$ cat config.mk
export PLATFORM = sky130hd
export DESIGN_NAME = core2wb_pipe_flat
export DESIGN_NICKNAME = d
export VERILOG_FILES = /design/src/rtl/core2wb_pipe_if.sv /design/src/rtl/core2wb_pipe.sv /design/src/flat_wrapper.sv
export SDC_FILE = /design/constraint.sdc
export NUM_CORES = 1
export LEC_CHECK = 0
export CAP_MARGIN = 20
export CORE_ASPECT_RATIO = 2
export CORE_MARGIN = 2
export CORE_UTILIZATION = 31
export DETAILED_ROUTE_END_ITERATION = 10
export GPL_ROUTABILITY_DRIVEN = 0
export GPL_TIMING_DRIVEN = 1
export PLACE_DENSITY = 0.95
export SYNTH_ARGS = -nofsm -noshare
export SYNTH_HDL_FRONTEND = slang
export SYNTH_SLANG_ARGS = --single-unit
export TNS_END_PERCENT = 10
$ cat constraint.sdc
create_clock -name clk -period 3.6 [get_ports clk]
set_input_delay 0.72 -clock clk [delete_from_list [all_inputs] [get_ports clk]]
set_output_delay 0.72 -clock clk [all_outputs]
set_load 0.02 [all_outputs]
$ cat src/rtl/core2wb_pipe_if.sv
// Signal bundle between a core-style requester, the core2wb_pipe bridge and a Wishbone B4 pipelined slave.
// The bridge uses the master modport; the core/fabric side (or a bench) uses slave.
interface core2wb_pipe_if #(
    parameter int AddrWidth = 32,
    parameter int DataWidth = 32
);
    logic                   core_req;
    logic                   core_gnt;
    logic                   core_we;
    logic [AddrWidth-1:0]   core_addr;
    logic [DataWidth/8-1:0] core_be;
    logic [DataWidth-1:0]   core_wdata;
    logic                   core_rvalid;
    logic [DataWidth-1:0]   core_rdata;
    logic                   core_err;

    logic                   wb_cyc_o;
    logic                   wb_stb_o;
    logic                   wb_we_o;
    logic [AddrWidth-1:0]   wb_adr_o;
    logic [DataWidth/8-1:0] wb_sel_o;
    logic [DataWidth-1:0]   wb_dat_o;
    logic                   wb_stall_i;
    logic                   wb_ack_i;
    logic                   wb_err_i;
    logic [DataWidth-1:0]   wb_dat_i;

    modport master (
        input  core_req, core_we, core_addr, core_be, core_wdata,
        output core_gnt, core_rvalid, core_rdata, core_err,
        output wb_cyc_o, wb_stb_o, wb_we_o, wb_adr_o, wb_sel_o, wb_dat_o,
        input  wb_stall_i, wb_ack_i, wb_err_i, wb_dat_i
    );

    modport slave (
        output core_req, core_we, core_addr, core_be, core_wdata,
        input  core_gnt, core_rvalid, core_rdata, core_err,
        input  wb_cyc_o, wb_stb_o, wb_we_o, wb_adr_o, wb_sel_o, wb_dat_o,
        output wb_stall_i, wb_ack_i, wb_err_i, wb_dat_i
    );
endinterface

$ cat src/rtl/core2wb_pipe.sv
// Core req/gnt/rvalid to Wishbone B4 pipelined bridge with up to MaxOutstanding transactions in flight.
// Define CORE2WB_PIPE_TIMEOUT_EN to add the bus-timeout abort (FLUSH state returning error responses).
module core2wb_pipe #(
    parameter int AddrWidth      = 32,
    parameter int DataWidth      = 32,
    parameter int MaxOutstanding = 2,
    parameter int TimeoutCycles  = 255
) (
    input  logic clk,
    input  logic rst,
    core2wb_pipe_if.master bus
);
    localparam int CntW = $clog2(MaxOutstanding + 1);
    localparam logic [CntW-1:0] CntMax = CntW'(MaxOutstanding);
    localparam logic [CntW-1:0] CntOne = CntW'(1);

    if (MaxOutstanding < 1 || MaxOutstanding > 8) begin : g_bad_outstanding
        $error("core2wb_pipe: MaxOutstanding must be 1..8");
    end
    if (TimeoutCycles < 1 || TimeoutCycles > 65535) begin : g_bad_timeout
        $error("core2wb_pipe: TimeoutCycles must be 1..65535");
    end
    if (AddrWidth < 1 || DataWidth < 8 || (DataWidth % 8) != 0) begin : g_bad_width
        $error("core2wb_pipe: illegal AddrWidth/DataWidth");
    end

    logic [CntW-1:0]      cnt_q, cnt_d;
    logic                 rvalid_q, rvalid_d;
    logic                 err_q, err_d;
    logic [DataWidth-1:0] rdata_q, rdata_d;

    logic run, full, busy, stb, gnt, rsp;

    assign full = (cnt_q == CntMax);
    assign busy = (cnt_q != '0);

`ifdef CORE2WB_PIPE_TIMEOUT_EN
    localparam logic [0:0]  RUN       = 1'b0;
    localparam logic [0:0]  FLUSH     = 1'b1;
    localparam logic [15:0] TimeLimit = 16'(TimeoutCycles);

    logic [0:0]  state_q, state_d;
    logic [15:0] timer_q, timer_d;

    assign run = (state_q == RUN);

    // Timer only runs while something is outstanding and the slave is silent.
    always_comb begin
        timer_d = '0;
        state_d = state_q;
        if (state_q == RUN) begin
            if (busy && !(bus.wb_ack_i || bus.wb_err_i)) begin
                timer_d = timer_q + 16'd1;
            end
            if (timer_d == TimeLimit) begin
                state_d = FLUSH;
            end
        end else if (cnt_q <= CntOne) begin
            state_d = RUN;
        end
    end

    always_ff @(posedge clk or posedge rst) begin
        if (rst) begin
            state_q <= RUN;
            timer_q <= '0;
        end else begin
            state_q <= state_d;
            timer_q <= timer_d;
        end
    end
`else
    assign run = 1'b1;
`endif

    assign stb = run & bus.core_req & ~full;
    assign gnt = stb & ~bus.wb_stall_i;
    assign rsp = run & busy & (bus.wb_ack_i | bus.wb_err_i);

    // Outside RUN every cycle retires one aborted transaction with an error.
    always_comb begin
        cnt_d    = cnt_q;
        rvalid_d = 1'b0;
        err_d    = 1'b0;
        rdata_d  = rdata_q;
        if (run) begin
            cnt_d = cnt_q + CntW'(gnt) - CntW'(rsp);
            if (rsp) begin
                rvalid_d = 1'b1;
                err_d    = bus.wb_err_i;
                rdata_d  = bus.wb_dat_i;
            end
        end else if (busy) begin
            cnt_d    = cnt_q - CntOne;
            rvalid_d = 1'b1;
            err_d    = 1'b1;
            rdata_d  = '0;
        end
    end

    always_ff @(posedge clk or posedge rst) begin
        if (rst) begin
            cnt_q    <= '0;
            rvalid_q <= 1'b0;
            err_q    <= 1'b0;
            rdata_q  <= '0;
        end else begin
            cnt_q    <= cnt_d;
            rvalid_q <= rvalid_d;
            err_q    <= err_d;
            rdata_q  <= rdata_d;
        end
    end

    assign bus.core_gnt    = gnt;
    assign bus.core_rvalid = rvalid_q;
    assign bus.core_rdata  = rdata_q;
    assign bus.core_err    = err_q;

    assign bus.wb_cyc_o = run & (stb | busy);
    assign bus.wb_stb_o = stb;
    assign bus.wb_we_o  = bus.core_we;
    assign bus.wb_adr_o = bus.core_addr;
    assign bus.wb_sel_o = bus.core_be;
    assign bus.wb_dat_o = bus.core_wdata;
endmodule

$ cat src/flat_wrapper.sv
// flat-port wrapper written by rule: the top's interface ports become plain ports
module core2wb_pipe_flat 
#(
    parameter int AddrWidth      = 32,
    parameter int DataWidth      = 32,
    parameter int MaxOutstanding = 2,
    parameter int TimeoutCycles  = 255
)
  (clk, rst, bus_core_req, bus_core_we, bus_core_addr, bus_core_be, bus_core_wdata, bus_core_gnt, bus_core_rvalid, bus_core_rdata, bus_core_err, bus_wb_cyc_o, bus_wb_stb_o, bus_wb_we_o, bus_wb_adr_o, bus_wb_sel_o, bus_wb_dat_o, bus_wb_stall_i, bus_wb_ack_i, bus_wb_err_i, bus_wb_dat_i);
  core2wb_pipe_if #(.AddrWidth(AddrWidth), .DataWidth(DataWidth)) bus_i ();
  input  logic clk;
  input  logic rst;
  input wire logic [$bits(bus_i.core_req)-1:0] bus_core_req;
  input wire logic [$bits(bus_i.core_we)-1:0] bus_core_we;
  input wire logic [$bits(bus_i.core_addr)-1:0] bus_core_addr;
  input wire logic [$bits(bus_i.core_be)-1:0] bus_core_be;
  input wire logic [$bits(bus_i.core_wdata)-1:0] bus_core_wdata;
  output wire logic [$bits(bus_i.core_gnt)-1:0] bus_core_gnt;
  output wire logic [$bits(bus_i.core_rvalid)-1:0] bus_core_rvalid;
  output wire logic [$bits(bus_i.core_rdata)-1:0] bus_core_rdata;
  output wire logic [$bits(bus_i.core_err)-1:0] bus_core_err;
  output wire logic [$bits(bus_i.wb_cyc_o)-1:0] bus_wb_cyc_o;
  output wire logic [$bits(bus_i.wb_stb_o)-1:0] bus_wb_stb_o;
  output wire logic [$bits(bus_i.wb_we_o)-1:0] bus_wb_we_o;
  output wire logic [$bits(bus_i.wb_adr_o)-1:0] bus_wb_adr_o;
  output wire logic [$bits(bus_i.wb_sel_o)-1:0] bus_wb_sel_o;
  output wire logic [$bits(bus_i.wb_dat_o)-1:0] bus_wb_dat_o;
  input wire logic [$bits(bus_i.wb_stall_i)-1:0] bus_wb_stall_i;
  input wire logic [$bits(bus_i.wb_ack_i)-1:0] bus_wb_ack_i;
  input wire logic [$bits(bus_i.wb_err_i)-1:0] bus_wb_err_i;
  input wire logic [$bits(bus_i.wb_dat_i)-1:0] bus_wb_dat_i;
  assign bus_i.core_req = bus_core_req;
  assign bus_i.core_we = bus_core_we;
  assign bus_i.core_addr = bus_core_addr;
  assign bus_i.core_be = bus_core_be;
  assign bus_i.core_wdata = bus_core_wdata;
  assign bus_core_gnt = bus_i.core_gnt;
  assign bus_core_rvalid = bus_i.core_rvalid;
  assign bus_core_rdata = bus_i.core_rdata;
  assign bus_core_err = bus_i.core_err;
  assign bus_wb_cyc_o = bus_i.wb_cyc_o;
  assign bus_wb_stb_o = bus_i.wb_stb_o;
  assign bus_wb_we_o = bus_i.wb_we_o;
  assign bus_wb_adr_o = bus_i.wb_adr_o;
  assign bus_wb_sel_o = bus_i.wb_sel_o;
  assign bus_wb_dat_o = bus_i.wb_dat_o;
  assign bus_i.wb_stall_i = bus_wb_stall_i;
  assign bus_i.wb_ack_i = bus_wb_ack_i;
  assign bus_i.wb_err_i = bus_wb_err_i;
  assign bus_i.wb_dat_i = bus_wb_dat_i;
  core2wb_pipe #(.AddrWidth(AddrWidth), .DataWidth(DataWidth), .MaxOutstanding(MaxOutstanding), .TimeoutCycles(TimeoutCycles)) u_core (.clk(clk), .rst(rst), .bus(bus_i));
endmodule
=== Yosys cells after proc, flatten, opt, wreduce, memory -nomap -nowiden ===
Index checks and enable logic that the tools add are counted.

* Input bits: 107
* Output and inout bits: 106
* Register bits after elaboration: 36

* Mux-type cells: 2
* Reductions and logical operators: 1
* Bitwise logic cells: 7
* Equal/unequal tests: 1
* Add/subtract/negate cells: 2

{| class="wikitable"
|+ Operators by type and width
! kind !! count
|-
| AND 1 bit || 3
|-
| adder 2 x 1 -> 2 bit || 1
|-
| == test 2 bit, second input constant || 1
|-
| two-way mux 1 bit || 2
|-
| NOT 1 bit || 2
|-
| bitwise OR 1 bit || 2
|-
| nonzero test 2 bit || 1
|-
| subtractor 2 x 1 -> 2 bit || 1
|}

=== Depth between registers and ports, before layout ===
* Depth in word-level cells: 6
* Mapped depth: 6

=== Worst setup path before layout ===
No wires, ideal clock.

* Path type: input-to-output
* From: input port bus_wb_stall_i
* To: output port bus_core_gnt
* Arrival time: 1.199 ns
* Cell stages on the path: 2
* Path buffers: 0
* Path slack: 1.681 ns
* Cells stage by stage: nand2b_1 nor2_1

* Word-level cells in the longest chain between the ends: 2

{| class="wikitable"
|+ RTL lines
! item !! RTL line !! RTL
|-
| start: declaration || flat_wrapper.sv:28 || <nowiki>input wire logic [$bits(bus_i.wb_stall_i)-1:0] bus_wb_stall_i;</nowiki>
|-
| NOT 1 bit || core2wb_pipe.sv:77 || <nowiki>assign gnt = stb & ~bus.wb_stall_i;</nowiki>
|-
| AND 1 bit || core2wb_pipe.sv:77 ||
|-
| end: declaration || flat_wrapper.sv:18 || <nowiki>output wire logic [$bits(bus_i.core_gnt)-1:0] bus_core_gnt;</nowiki>
|}

No other way between the ends.

=== Worst setup path after layout ===
* From: input port bus_core_req
* To: output port bus_core_gnt

* Word-level cells in the longest chain between the ends: 2

{| class="wikitable"
|+ RTL lines
! item !! RTL line !! RTL
|-
| start: declaration || flat_wrapper.sv:13 || <nowiki>input wire logic [$bits(bus_i.core_req)-1:0] bus_core_req;</nowiki>
|-
| AND 1 bit || core2wb_pipe.sv:76 || <nowiki>assign stb = run & bus.core_req & ~full;</nowiki>
|-
| AND 1 bit || core2wb_pipe.sv:77 ||
|}

No other way between the ends.

==> flow_summary.json <==
{
  "outcome": "completed",
  "firstDrtPassIters": 2,
  "final_hold_viol_count": 0,
  "max-slew-margin-rel": 0.485,
  "synth-compound-area-share": 0.0184,
  "fillers": 623,
  "worst_pin_slew_ns": 0.772,
  "cp_cell_sequence": "clkdlybuf4s50_1 -> nand2b_1 -> nor2_1 -> clkdlybuf4s50_1",
  "rows": 41,
  "area_growth_pct": 23.3,
  "core-area_sq_um": 6360,
  "synth_top_cell_area_share": 0.441,
  "htree_levels": 2,
  "synth.most_common_cell": "buf_4",
  "dpl_cell_area_sq_um": 2350,
  "cts_tree": "built",
  "cpPeakStageDelay_ns": 0.63,
  "drc": 0,
  "cp_data_arrival_time_ns": 2.09,
  "synth_xor_area_frac": 0.0129,
  "drive_above_1_share": 0.259,
  "synth_top_family_by_area": "buffers and inverters",
  "synthSimpleGateAreaFrac": 0.0141,
  "antenna_found_initial": 0,
  "grt_busiest_layer": "met2",
  "synth-main-ff-cell": "dfrtp_1",
  "finalSetupTns_ns": 0,
  "hpwl_um": 3240,
  "required_ns": 2.88,
  "synth-seq-cells": 36,
  "grt_pass1_vias": 1241,
  "critical_path.slowest_cell": "clkdlybuf4s50_1",
  "avgSynthCellArea_sq_um": 13.3,
  "fmax_mhz": 356,
  "netlist_area_sq_um": 2040,
  "drv_cap": 0,
  "grt_setup_unrepaired": "false",
  "path_clk_slew_ns": 0.06,
  "grt_util_met1": 0.117,
  "start_util": 0.321,
  "clockRootBuffer": "clkbuf_16",
  "yosysUniqueCellTypes": 15,
  "ir_drop_mv": 0.344,
  "clock-sinks": 36,
  "synth_edf_count": 0,
  "p_leak_nw": 1.09,
  "async_flop_share": 1.00,
  "grt_first_pass_wirelength_um": 6560,
  "ant_nets": 0,
  "grt-ovfl-total": 0,
  "antenna_cells": 0,
  "p_per_area_nw_per_um2": 891,
  "nets": 273,
  "min_period_ns": 2.81,
  "die_w_um": 61.4,
  "dieArea_sq_um": 7290,
  "multiInputGateArea_sq_um": 571,
  "setup_viol": 0,
  "grtUsageMet2": 0.184,
  "critPathMaxFanout": 3,
  "seqCellArea_sq_um": 901,
  "hold_class": "flop to flop",
  "ys_top_cells_by_count": "69 x buf_4, 36 x dfrtp_1, 28 x mux2_4, 4 x mux2_2",
  "dieHeight_um": 119,
  "cts_resized": 0,
  "yosys.area.top_type": "dfrtp_1",
  "design_area_sq_um": 2520,
  "syn_inst": 154,
  "critPathKind": "input pin to output pin",
  "vias_per_cell": 4.31,
  "post-route-period-util": 0.780,
  "drt_iter0_markers": 35,
  "cp-start-kind": "input pin",
  "muxShareOfSynthArea": 0.228,
  "crit_top_cell": "clkdlybuf4s50_1",
  "ys_seq_area_frac": 0.441,
  "grt_max_degree": 21,
  "finClkSkew_ns": 0.00344,
  "yosys_warnings": 0,
  "cts-hold-fix-buffers": 0,
  "synthesis.nets": 262,
  "vias": 1087,
  "cp-end-kind": "output pin",
  "maxSlewViolCount": 0,
  "io-pin-count": 213,
  "synth_fa_ha_area_frac": 0.00613,
  "routedWlPerCell_um": 17.3,
  "use_met3": 0.0317,
  "gr-usage-all-layers": 0.127,
  "numCtsBuffers": 5,
  "worstSkewPairLatency_ns": 0.27,
  "ys_top_cells_by_area": "dfrtp_1 44%, buf_4 25%, mux2_4 21%",
  "clock_path_buffers": 2,
  "portBuffers": 74,
  "cts_setup_buffers": 0,
  "wl_um": 4360
}
==> per-stage QoR <==
stage / total power [mW] / instances / utilization / hold slack [ns] / worst slack, ns
floorplan: 1.45 / 154 / - / 0.564 / 1.68
global placement: 1.76 / 244 / 0.370 / 0.489 / 0.819
detailed placement: 1.78 / 244 / 0.370 / 0.490 / 0.800
CTS: 2.29 / 252 / 0.396 / 0.508 / 0.789
global route: 2.38 / 252 / 0.396 / 0.524 / 0.718
finish: 2.24 / 252 / 0.396 / 0.505 / 0.791
==> critical path, delay by kind of cell <==
| kind | cells | cell delay (ns) |
|---|---|---|
| buffers and inverters | 2 | 1.12 |
| AND/OR/NAND/NOR | 2 | 0.24 |
==> report_power, final <==
group | total, mW | switching, mW | internal (mW) | leakage [nW]
Sequential | 0.686 | 0.108 | 0.579 | 0.421
Combinational | 1.07 | 0.453 | 0.619 | 0.586
Clock | 0.486 | 0.160 | 0.325 | 0.0808
==> sequential cells by signal, summed over array words and instances, names as in the netlist <==
register                count
u_core.bus.core_rdata      32
u_core.bus.core_err         1
u_core.bus.core_rvalid      1
u_core.cnt_q                2
==> worst paths after layout <==
path / startpoint / end / slack (ns) / cells past startpoint
setup / recovery: bus_core_req / bus_core_gnt / 0.79 / 4
hold / removal: u_core.bus.core_rdata[13] / u_core.bus.core_rdata[13] / 0.51 / 1
setup reg to reg: u_core.cnt_q[1] / u_core.cnt_q[1] / 1.76 / 5
hold reg to reg: u_core.bus.core_rdata[13] / u_core.bus.core_rdata[13] / 0.51 / 1
max in group asynchronous: rst / u_core.bus.core_rvalid / 2.04 / 3
min in group asynchronous: rst / u_core.bus.core_rdata[24] / 0.83 / 2
==> layer usage <==
metal | vias up | routed length, um
li1 | 449 | -
met1 | 504 | 1230
met2 | 64 | 2090
met3 | 70 | 463
met4 | 0 | 580
met5 | - | 0
==> kinds of logic after synthesis <==
| kind of cell | after synthesis |
|---|---|
| adder cells (fa/ha/maj) | 1 |
| multiplexers | 32 |
| AO/OA/AOI/OAI | 3 |
| flip-flops | 36 |
| AND/OR/NAND/NOR | 5 |
| XOR/XNOR | 3 |
| buffers and inverters | 74 |
==> placed cells by master (no fill, tap or decap) <==
cell,count
ha_1,1
or3_1,1
o21a_1,1
clkbuf_1,1
clkinv_2,1
dfrtp_1,36
mux2_4,28
bufinv_16,1
nand2b_1,1
nor2_1,1
xnor2_1,3
clkbuf_16,5
mux2_2,4
o22ai_4,1
inv_1,2
o21ba_2,1
nor2b_1,2
clkdlybuf4s50_1,74
buf_4,1
buf_12,1
==> cell type report <==
cell class,instances,area share
Sequential cell,36,0.358
Inverter,2,0.00298
Multi-Input combinational cell,44,0.227
Clock buffer,6,0.0512
Timing Repair Buffer,76,0.305
Clock inverter,2,0.0139
Tap cell,86,0.0427
(Power assumes the default switching activity.)
